$ cat config.mk
export PLATFORM = sky130hd
export DESIGN_NAME = seven_seg_scanner
export DESIGN_NICKNAME = d
export VERILOG_FILES = /design/src/rtl/seven_seg_scanner.sv
export SDC_FILE = /design/constraint.sdc
export NUM_CORES = 1
export LEC_CHECK = 0
export CAP_MARGIN = 20
export CORE_UTILIZATION = 40
export CTS_BUF_LIST = sky130_fd_sc_hd__clkbuf_4
export CTS_CLUSTER_DIAMETER = 80
export DETAILED_ROUTE_END_ITERATION = 16
export GPL_TIMING_DRIVEN = 1
export PLACE_DENSITY = 0.73
export SLEW_MARGIN = 5
export SYNTH_ARGS = -nofsm -noshare
export SYNTH_HDL_FRONTEND = slang
export SYNTH_SLANG_ARGS = --single-unit
$ cat constraint.sdc
create_clock -name clk -period 1.9 [get_ports clk]
set_input_delay 0.285 -clock clk [delete_from_list [all_inputs] [get_ports clk]]
set_output_delay 0.285 -clock clk [all_outputs]
set_load 0.005 [all_outputs]
$ cat src/rtl/seven_seg_scanner.sv
// Time-multiplexed 4-digit seven-segment driver (Basys3 style, active-low pins).
// Scans digits 0..3, one digit per REFRESH_DIV-cycle slot. Each slot starts with
// BLANK_CYCLES of dead time. All inputs are captured together once per frame, so a
// frame never mixes old and new digits. All pin outputs are registered.
module seven_seg_scanner #(
  parameter int unsigned REFRESH_DIV  = 100000,
  parameter int unsigned BLANK_CYCLES = 1000
) (
  input  logic       clk,
  input  logic       reset,
  input  logic [3:0] ones,
  input  logic [3:0] tens,
  input  logic [3:0] hundreds,
  input  logic [3:0] thousands,
  input  logic [3:0] dp_mask,
  input  logic       blank_lead,
  output logic [3:0] an,
  output logic [6:0] seg,
  output logic       dp,
  output logic       frame_tick
);

  localparam int unsigned      CNT_W     = $clog2(REFRESH_DIV);
  localparam logic [CNT_W-1:0] CNT_MAX   = CNT_W'(REFRESH_DIV - 1);
  localparam logic [CNT_W-1:0] BLANK_LIM = CNT_W'(BLANK_CYCLES);

  // Scan position
  logic [CNT_W-1:0] r_cnt;
  logic [1:0]       r_idx;

  // Frame snapshot
  logic [3:0][3:0]  r_digits;
  logic [3:0]       r_dp_mask;
  logic             r_blank_lead;

  // Registered pin drivers
  logic [3:0]       r_an;
  logic [6:0]       r_seg;
  logic             r_dp;
  logic             r_frame_tick;

  logic             w_wrap;
  logic             w_frame_end;
  logic             w_dead;
  logic [3:0]       w_zero;
  logic [3:0]       w_blank;
  logic [6:0]       w_hex;

  // Active-low {g,f,e,d,c,b,a} hex font
  function automatic logic [6:0] hex_decode(input logic [3:0] val);
    logic [6:0] segs;
    unique case (val)
      4'h0: segs = 7'b1000000;
      4'h1: segs = 7'b1111001;
      4'h2: segs = 7'b0100100;
      4'h3: segs = 7'b0110000;
      4'h4: segs = 7'b0011001;
      4'h5: segs = 7'b0010010;
      4'h6: segs = 7'b0000010;
      4'h7: segs = 7'b1111000;
      4'h8: segs = 7'b0000000;
      4'h9: segs = 7'b0010000;
      4'hA: segs = 7'b0001000;
      4'hB: segs = 7'b0000011;
      4'hC: segs = 7'b1000110;
      4'hD: segs = 7'b0100001;
      4'hE: segs = 7'b0000110;
      4'hF: segs = 7'b0001110;
      default: segs = 7'h7F;
    endcase
    return segs;
  endfunction

  // Slot/frame boundaries and per-digit blanking derived from the snapshot
  always_comb begin
    w_wrap      = (r_cnt == CNT_MAX);
    w_frame_end = w_wrap && (r_idx == 2'd3);
    w_dead      = (r_cnt < BLANK_LIM);
    for (int k = 0; k < 4; k++) begin
      w_zero[k] = (r_digits[k] == 4'h0);
    end
    // A digit blanks only if it and every digit to its left are zero; digit 0 never blanks
    w_blank[3] = r_blank_lead & w_zero[3];
    w_blank[2] = w_blank[3] & w_zero[2];
    w_blank[1] = w_blank[2] & w_zero[1];
    w_blank[0] = 1'b0;
    w_hex      = hex_decode(r_digits[r_idx]);
  end

  // Prescaler and digit index: cnt wraps every REFRESH_DIV cycles, idx advances on wrap
  always_ff @(posedge clk) begin
    if (reset) begin
      r_cnt <= '0;
      r_idx <= 2'd0;
    end else if (w_wrap) begin
      r_cnt <= '0;
      r_idx <= r_idx + 2'd1;
    end else begin
      r_cnt <= r_cnt + CNT_W'(1);
    end
  end

  // Snapshot capture on the last cycle of the frame so the next frame is coherent
  always_ff @(posedge clk) begin
    if (reset) begin
      r_digits     <= '0;
      r_dp_mask    <= 4'h0;
      // The post-reset frame shows all-zero digits as a single "0"
      r_blank_lead <= 1'b1;
    end else if (w_frame_end) begin
      r_digits     <= {thousands, hundreds, tens, ones};
      r_dp_mask    <= dp_mask;
      r_blank_lead <= blank_lead;
    end
  end

  // Pin drivers: one cycle behind cnt/idx/snapshot; dead time forces everything off
  always_ff @(posedge clk) begin
    if (reset) begin
      r_an         <= 4'hF;
      r_seg        <= 7'h7F;
      r_dp         <= 1'b1;
      r_frame_tick <= 1'b0;
    end else begin
      r_frame_tick <= w_frame_end;
      if (w_dead) begin
        r_an  <= 4'hF;
        r_seg <= 7'h7F;
        r_dp  <= 1'b1;
      end else begin
        r_an  <= ~(4'b0001 << r_idx);
        r_seg <= w_blank[r_idx] ? 7'h7F : w_hex;
        r_dp  <= ~r_dp_mask[r_idx];
      end
    end
  end

  assign an         = r_an;
  assign seg        = r_seg;
  assign dp         = r_dp;
  assign frame_tick = r_frame_tick;

endmodule
After elaboration in Yosys (flattened, before gate mapping)

Memories as Yosys holds them, arrays and structs flattened. A register that Yosys moved wholly into a read port is not among the register bits.
Index checks and enable logic that the tools add are counted.
Widths: inputs -> output; s select.

Register bits after elaboration: 46
Bits in read-only memories: 112
Input port bits: 23
Output and inout bits: 13
Memories kept: 1

Add/sub/neg operators: 2
Order comparisons: 2
Equality and inequality tests: 2
Shift-type cells: 1
Multiplexer cells: 6
Bitwise gates (word level): 5
Reductions and logical operators: 7

Memory list:

| memory           | words | width | read ports | clocked after memory_dff | wr ports | line | source |
|---|---|---|---|---|---|---|---|
| (name not given) | 16    | 7     | 1          | 1                        | 0        | 52   | `unique case (val)` |

Operators with widths:

| cell                  | count |
|---|---|
| $add 17x1->17 const B | 1 |
| $eq 17x17->1 const B  | 1 |
| $lt 17x10->1 const B  | 1 |
| $logic_not 4->1       | 3 |
| $bmux 4 s2            | 1 |
| $bmux 1 s2            | 2 |
| $mux 4                | 1 |
| $not 4->4             | 1 |
| $reduce_or 2->1       | 2 |
| $shl 1x2->4 const A   | 1 |
| $and 1x1->1           | 3 |
| $lt 2x3->1 const B    | 1 |
| $reduce_or 3->1       | 1 |
| $add 2x1->2 const B   | 1 |
| $eq 2x2->1 const B    | 1 |
| $mux 1                | 2 |
| $logic_and 1x1->1     | 1 |
| $not 1->1             | 1 |

Depth between registers and ports, before layout

Gate-level depths: netlist (run 1).

Depth in word-level cells: 7
Depth in mapped cells: 8

Least setup slack after synthesis (run 1)

Ideal clock, no wire load.

Path type: register to register
Start: reg r_idx[0]
End: reg r_seg[4], in the netlist seg[4]
Library setup time: 0.139 ns
Data arrival time: 1.810 ns
Slack: -0.049 ns
Stages on the path, launching flop included: 7
Period minus slack after synthesis: 1.949 ns
Cell sequence: dfxtp_1 > buf_6 > mux4_2 > ha_1 > mux2_2 > o21ai_0 > nand3_1

Longest elaborated chain between the ends: 3
Elaborated cells between the ends (all ways): 5

RTL lines:

| element                          | line | source |
|---|---|---|
| start: declaration               | 29   | `logic [1:0] r_idx;` |
| start signal: assignment         | 97   | `r_idx <= r_idx + 2'd1;` |
| $bmux 1 s2                       | 132  | `r_seg <= w_blank[r_idx] ? 7'h7F : w_hex;` |
| $mux 1 (implied by the code)     | 132  |  |
| $reduce_or 3->1 (no source line) | -    |  |
| end: declaration                 | 38   | `logic [6:0] r_seg;` |

Several ways; a longest one is shown, not always the timed one. The select of a mux whose other input is x is not followed.
A chain may end at the register's enable or synchronous reset.

Worst setup path after layout (run 1)

Start: reg r_idx[0]
End: reg r_seg[3], in the netlist seg[3]

The elaborated chain is that of the path after synthesis.

==> impl_results.md, run 1 <==
* Gr busiest metal: met2
* Leak Pwr at about 0.0012 uW
* Initial DRC Count at 121
* Max FO, Critical Path at 6
* CTS root buf: clkbuf_4
* Sequential share of the synthesized area at 0.396
* Layout cell share with drive strength beyond 1 at 0.193
* Diode count at 0
* Largest net degree at the start of global routing at 40
* RSZ-0062 raised after global routing: true
* Post-Syn Instances at 283
* Site row count at 29
* Worst Path Required at 2150 ps
* Crit path buf inv count at 0
* Die X-Extent at 83.9 um
* GRT Total Usage at 0.161
* Placer congestion estimate at 0.918
* Slew Limit Fails at 0
* Clock transition at the registers of the reported paths at about 160 ps
* Placed instance area at between 0.003 and 0.004 mm^2
* Crit path launch type: register
* First-pass GRT wire length at slightly above 9 mm
* HP Class: in2reg
* Setup TNS at 0 ps
* Maxcap violations at 0
* Crit end category: register
* Synth-to-Final Area Change at 21.9%
* Vias post-DR at 2102
* F_max at 543 MHz
* Library cells used by synthesis at 45
* Initial antenna violation count at 0
* Core area at between 0.006 and 0.007 mm^2
* Fin Clk Skew at 11.0 ps
* Clock buffer depth at 2
* Residual DRC at 1
* Post-route cell area at approximately 0.0033 mm^2
* Num CTS Buffers at 5
* Total grt overflow at 0
* Worst-Skew Late Latency at 380 ps
* Mapped cell area at 0.00268 mm^2
* Seq cells post-synth at 53
* Antenna Violating Nets Remaining at 0
* Via density at 5.27
* IO buf count at 35
* Met3 Track Usage GR at 0.0317
* Endpoints failing hold at 0
* Final net count at 355
* Worst-margin pin slew at between 600 and 700 ps
* WL final at 5.34 mm
* Yosys warnings at 0
* Failing checks: DRC
* Peak supply drop at 0.277 mV
* Post-Layout Cell Count at 399
* Met2 Use GR at 0.255
* CP cell instances: mux4_2, ha_2, mux2_4, mux2i_1, nand3_1
* Syn Area/Cell at between 9 and 10 um^2
* Slowest-stage cell, CP: mux4_2
* Area contributors post-synth: dfxtp_1 (40%), a21bo_2 (6.7%), nand3_1 (5.2%)
* DP HPWL at 3.79 mm
* Minimum clock period at 1840 ps
* H-tree levels at 2
* Asr flop ratio synth at 0
* Status: finished, violations left
* Average wire per standard cell at 13.4 um
* CP top delay family: multiplexers
* Post-synth net total at 317
* Hold_buf cts at 0
* TritonCTS clock tree: built
* Crit path largest cell delay at between 500 and 600 ps
* Fin worst setup slack at 58.7 ps
* Height of the die at ~84 um
* Headroom to the max-slew limit at 0.576
* Top cells by count, synth: dfxtp_1 (53), nand3_1 (28), a21oi_1 (27), a21bo_2 (18), nor2_1 (16)
* Ys flop type: dfxtp_1
* Placed cell count at 388
* Top-level port count at 36
* Die Area at 0.00703 mm^2
* GR Util met1 at 0.222
* Clock tree sinks at 53
* Number of synthesized flops with an enable pin at 0
* Final setup fails at 0
* Drt first pass iters at 10
* Initial Util at 0.417
* Worst Path Arrival at 2090 ps
* Crit path kind: reg2reg
* Power Density at ~600 mW/mm^2
* Post-layout util at 0.509
* Count leader, synth: dfxtp_1
* Vias in the first global route at 1971
* Final Cycle Share at 0.969
* Leading area contributor after synthesis: dfxtp_1
* Post-synth top area share at 0.396
* Pre-CTS setup slack at -26.6 ps
logic make-up (layout without fill, tap and decap cells):
| group | after synthesis | after routing | synth area share |
|---|---|---|---|
| simple gates | 93 | 93 | 0.182 |
| fa+ha+maj | 11 | 11 | 0.0514 |
| flops | 53 | 53 | 0.396 |
| buf+inv | 32 | 71 | 0.0654 |
| compound gates | 66 | 66 | 0.175 |
| xor+xnor | 14 | 14 | 0.0458 |
| mux | 14 | 14 | 0.0850 |
report_power, final:
| group | internal [uW] | switching (uW) |
|---|---|---|
| Sequential | 1120 | 3.83 |
| Clock | 415 | 367 |
| Combinational | 49.9 | 27.5 |
metrics by stage:
stage	total power [uW]	hold slack (ps)
after floorplan	1170	412
after global placement	1220	427
after CTS	2000	433
after detailed placement	1220	442
after global routing	2060	438
final	1980	444
final timing paths:
path           startpoint      endpoint  slack (ps)  cells after the start
max              r_idx[0]        seg[3]          60                      5
min          thousands[2]  r_digits[14]         440                      3
max reg2reg      r_idx[0]        seg[3]          60                      5
min reg2reg      r_cnt[0]      r_cnt[0]         460                      1
worst min-delay path, delay by kind of cell:
family / cells / cell delay [ps]
compound gates: 1 / 50
simple gates: 1 / 60
buf+inv: 1 / 400
routing by layer:
| metal | part of all wire | vias up | routed length [um] |
|---|---|---|---|
| met1 | 0.48 | 962 | 2590 |
| li1 | - | 1095 | - |
| met4 | 0.010 | 0 | 56 |
| met3 | 0.031 | 6 | 166 |
| met5 | 0 | - | 0 |
| met2 | 0.47 | 39 | 2530 |
state kept, by name, indices dropped and copies added (netlist names), 2 cells and up:
name / cells
r_dp_mask: 4
seg: 7
r_idx: 2
r_digits: 16
an: 4
r_cnt: 17
area by class of cell:
class,instances,area [um^2]
fillers,602,3150
multi-input cells,198,1460
flip-flops and latches,53,1060
repair buffers,52,503
well taps,77,96.3
clock inverters,3,68.8
inverters,11,41.3
clock buffers,5,37.5
what timing repair did:
item / 4_1_cts / 5_1_grt
setup buffers: 1 / 2
gates resized for setup: 2 / 6
pin swaps: 0 / 0
endpoints found under the setup margin: 4 / 30
placed cells by master (no fill, tap or decap), types with 5 or more instances in the layout:
cell,count
a21bo_2,18
a21oi_1,27
buf_4,15
clkbuf_4,5
clkdlybuf4s50_1,35
dfxtp_1,52
ha_1,9
inv_1,10
mux4_2,6
nand2_1,15
nand3_1,28
nand4_1,6
nor2_1,16
o21ai_0,5
xor2_1,12
Note: power is estimated with default switching activity, not from simulation.
==> run 2: changes to the inputs <==
Settings changed: CTS_CLUSTER_DIAMETER 80 to 120, MAX_ROUTING_LAYER set to met4.
==> impl_results.md, run 2 (synthesis results as in run 1) <==
* Peak supply drop at approximately 0.28 mV
* Placed cell count at 388
* Vias post-DR at 2103
* Maxcap violations at 0
* Largest net degree at the start of global routing at 40
* Final setup fails at 0
* Headroom to the max-slew limit at 0.588
* CP endpoint: seg[3]
* DP HPWL at 3.79 mm
* Initial DRC Count at between 100 and 150
* Clock transition at the registers of the reported paths at about 160 ps
* Met3 Track Usage GR at 0.0317
* Total grt overflow at 0
* Synth-to-Final Area Change at 21.9%
* Top-level port count at 36
* Antenna Violating Nets Remaining at 0
* F_max at 543 MHz
* Placer congestion estimate at 0.934
* Die Area at roughly 0.007 mm^2
* R2R depth at 5
* Fill cells at 602
* Worst Path Required at approximately 2200 ps
* Post-Layout Cell Count at about 400
* Most common cell after layout, fill and taps aside: dfxtp_1
* Final Cycle Share at 0.969
* Endpoints failing hold at 0
* Crit path launch type: register
* Vias in the first global route at 1969
* Core area at roughly 0.0064 mm^2
* Failing checks: DRC
* IO buf count at 35
* First-pass GRT wire length at a little over 9 mm
* Crit end category: register
* Clock tree sinks at 53
* Worst-margin pin slew at slightly above 600 ps
* Die X-Extent at 83.9 um
* Clock buffer depth at 2
* Via density at 5.27
* Initial Util at 0.417
* Gr busiest metal: met2
* Leak Pwr at 0.00122 uW
* RSZ-0062 raised after global routing: true
* Reg-to-reg slack, setup at 60 ps
* GRT Total Usage at 0.165
* Height of the die at around 84 um
* Initial antenna violation count at 0
* Fin Clk Skew at 13.9 ps
* Drt first pass iters at 10
* Post-route cell area at 0.00327 mm^2
* Most frequent cells in the layout: dfxtp_1 (52), clkdlybuf4s50_1 (35), nand3_1 (28)
* Final hold slack at around 440 ps
* Site row count at 29
* Max FFs per register at 17
* Hold_buf cts at 0
* Minimum clock period at 1840 ps
* Power Density at ~610 mW/mm^2
* Slew Limit Fails at 0
* CTS root buf: clkbuf_4
* Diode count at 0
* Status: finished, violations left
* Average wire per standard cell at 13.4 um
* HP Class: in2reg
* Met2 Use GR at 0.255
* Num CTS Buffers at 5
* Residual DRC at 1
* Max FO, Critical Path at 6
* GR Util met1 at 0.222
* TritonCTS clock tree: built
* Worst r2r src: r_idx[0]
* Worst Path Arrival at 2090 ps
* Placed instance area at 0.00312 mm^2
* WL final at 5.35 mm
* Worst-Skew Late Latency at 380 ps
* H-tree levels at 2
* Layout cell share with drive strength beyond 1 at 0.193
* Crit path kind: reg2reg
* Worst R2R End: seg[3]
* Final net count at 355
* Hold path depth at 3
* Most flop-heavy register: r_cnt
* Crit path from: r_idx[0]
## run 2: how the worst min path moves through the flow
stage / from / end / slack (ps)
6_report: thousands[2] / r_digits[14] / 440
5_1_grt: ones[1] / r_digits[1] / 440
4_1_cts: tens[1] / r_digits[5] / 430
3_5_place_dp: r_cnt[0] / r_cnt[0] / 440
3_3_place_gp: r_cnt[0] / r_cnt[0] / 430
2_1_floorplan: r_cnt[0] / r_cnt[0] / 410
## run 2: power by group
group,internal [uW],switching (uW)
Combinational,49.9,27.5
Clock,415,367
Sequential,1120,3.83
Total,1580,399
## run 2: cell type report
type                            count  area (um^2)  share of cell area
Clock buffer                        5         37.5              0.0115
Tap cell                           77         96.3              0.0295
Sequential cell                    53         1060               0.326
Timing Repair Buffer               52          503               0.154
Multi-Input combinational cell    198         1460               0.446
Inverter                           11         41.3              0.0126
Clock inverter                      3         68.8              0.0211
## run 2: stage by stage
stage	util	worst slack (ps)	total power [uW]	TNS, ps
2_1_floorplan	-	4.42	1170	0
3_3_place_gp	0.486	56.3	1220	0
3_5_place_dp	0.486	-26.6	1220	-26.6
4_1_cts	0.505	25.3	2000	0
5_1_grt	0.509	-40.6	2060	-131
6_report	0.509	58.6	1980	0
## run 2: per-layer routing
layer,part of all wire,up-vias
li1,-,1096
met1,0.48,962
met2,0.47,37
met3,0.033,8
met4,0.011,0
met5,0,-
## run 2: repair_timing
| item | 4_1_cts | 5_1_grt |
|---|---|---|
| buffers inserted | 1 | 2 |
| setup endpoints to repair | 4 | 30 |
| gates resized for setup | 2 | 6 |
## run 2: critical path, cell delays in order (launching register included)
cell and delay (ps):
dfxtp_4 420, mux4_2 570, ha_2 230, mux2_4 270
mux2i_1 130, nand3_1 80
==> run 3: changes to the inputs <==
Settings changed: PLACE_DENSITY 0.73 to 0.7, SETUP_SLACK_MARGIN set to 0.2.
Clock period 1.9 ns to 1.7 ns, I/O delays scaled along.
==> impl_results.md, run 3 (synthesis results as in run 1) <==
* Leak Pwr at 0.00153 uW
* Slew Limit Fails at 0
* Sw Share at 0.216
* Die Area at 0.00703 mm^2
* Final Cycle Share at 1.09
* Sw Pwr at 491 uW
* Final net count at 389
* Hold_buf cts at 0
* H-tree levels at 2
* Height of the die at 83.9 um
* Status: finished, violations left
* Clock tree sinks at 53
* CP top delay family: multiplexers
* Clock transition at the registers of the reported paths at 180 ps
* Crit end category: register
* TritonCTS clock tree: built
* Maxcap violations at 0
* Residual DRC at 1
* Power Density at 521 mW/mm^2
* Crit path launch type: register
* Die X-Extent at 83.9 um
* Crit path buf inv count at 2
* Placer congestion estimate at 0.925
* GRT Total Usage at 0.209
* Max FFs per register at 17
* Layout cell share with drive strength beyond 1 at 0.531
* Seq pwr share at 0.551
* Reg-to-reg slack, setup at -160 ps
* Worst-Skew Late Latency at 390 ps
* CP cell instances: buf_4, mux4_2, buf_6, mux2i_1, a22oi_1, nand3_1
* Initial DRC Count at 123
* Largest net degree at the start of global routing at 27
* First-pass GRT wire length at 11.3 mm
* Top-level port count at 36
* Num CTS Buffers at 5
* F_max at ~540 MHz
* Vias post-DR at between 2000 and 2500
* Worst Path Arrival at 2130 ps
* IO buf count at 35
* CTS root buf: clkbuf_4
* Most frequent cells in the layout: dfxtp_1 (30), buf_4 (28), clkdlybuf4s50_1 (26)
* Clock buffer depth at 2
* Failing checks: DRC, setup timing
* Crit path largest cell delay at approximately 630 ps
* Headroom to the max-slew limit at 0.682
* HP Class: in2reg
* Average wire per standard cell at roughly 17 um
* Minimum clock period at between 1500 and 2000 ps
* Core area at 0.00642 mm^2
* Endpoints failing hold at 0
* Most flop-heavy register: r_cnt
* Synth-to-Final Area Change at 62.8%
* Fin Clk Skew at 26.7 ps
* Worst-margin pin slew at 472 ps
* Vias in the first global route at 2300
* Final setup fails at 7
* Slowest-stage cell, CP: mux4_2
* Worst Path Required at roughly 2000 ps
* Post-route cell area at 0.00436 mm^2
* Most common cell after layout, fill and taps aside: dfxtp_1
* Site row count at 29
* Initial antenna violation count at 0
* Setup TNS at -794 ps
* Total grt overflow at 0
* Antenna Violating Nets Remaining at 0
* Fin worst setup slack at -159 ps
* Peak supply drop at 0.319 mV
* DP HPWL at 4.11 mm
* Max FO, Critical Path at 8
* Placed instance area at 0.00326 mm^2
* Int Power at approximately 1800 uW
* Logic pwr share at 0.058
* Pwr Total at 2270 uW
* Diode count at 0
* Crit path kind: reg2reg
* RSZ-0062 raised after global routing: true
* Initial Util at 0.417
* Drt first pass iters at 10
* WL final at 7.50 mm
* Clock Power Share at 0.391
* Via density at 5.63
run 3: changes by cell type in the layout (fill, tap and decap cells not counted), sizes merged:
cell,previous run,this run
buf,17,51
clkdlybuf4s50,35,26
dlymetal6s2s,0,9
run 3: stage by stage:
step                      std cells   util  setup slack, ps  hold WS, ps
final                           433  0.679             -159          400
after global routing            433  0.679             -212          390
after CTS                       430  0.616             -120          405
after detailed placement        403  0.508             -189          407
after global placement          403  0.508            -86.4          397
after floorplan                 283      -             -163          391
run 3: what timing repair did:
item | in CTS | in global routing
gates cloned | 7 | 0
buffers inserted | 12 | 3
setup endpoints to repair | 46 | 56
resized for setup | 81 | 89
pin swaps | 57 | 35
run 3: metal layers:
metal	vias up	GRT usage	wire length, um
met3	22	0.0396	300
met1	1182	0.261	3150
met2	74	0.339	3830
met4	0	0.0737	213
met5	-	-	0
li1	1160	-	-
run 3: worst paths after layout:
check | from | end | cells after the start
setup / recovery | r_idx[0] | seg[6] | 6
hold / removal | dp_mask[1] | r_dp_mask[1] | 3
setup reg to reg | r_idx[0] | seg[6] | 6
hold reg to reg | r_cnt[15] | r_cnt[15] | 2
run 3: power groups by stage:
stage / registers (uW) / logic, uW / clock network, uW
3_5_place_dp: 1280 / 88.3 / 0
2_1_floorplan: 1280 / 30.5 / 0
6_report: 1250 / 132 / 889
4_1_cts: 1250 / 111 / 889
5_1_grt: 1250 / 140 / 956
3_3_place_gp: 1280 / 87.4 / 0
run 3: layout make-up:
class	instances	area [um^2]
fill	433	2060
multi-input combinational	198	2010
sequential	53	1100
timing repair buffer	86	1010
tap	77	96.3
clock inverter	3	68.8
inverter	11	43.8
clock buffer	5	37.5
run 3: worst reg2reg max path: stages, from the launching register on:
cell and delay (ps):
dfxtp_4 420, buf_4 120, mux4_2 630, buf_6 170, mux2i_1 110, a22oi_1 190, nand3_1 100
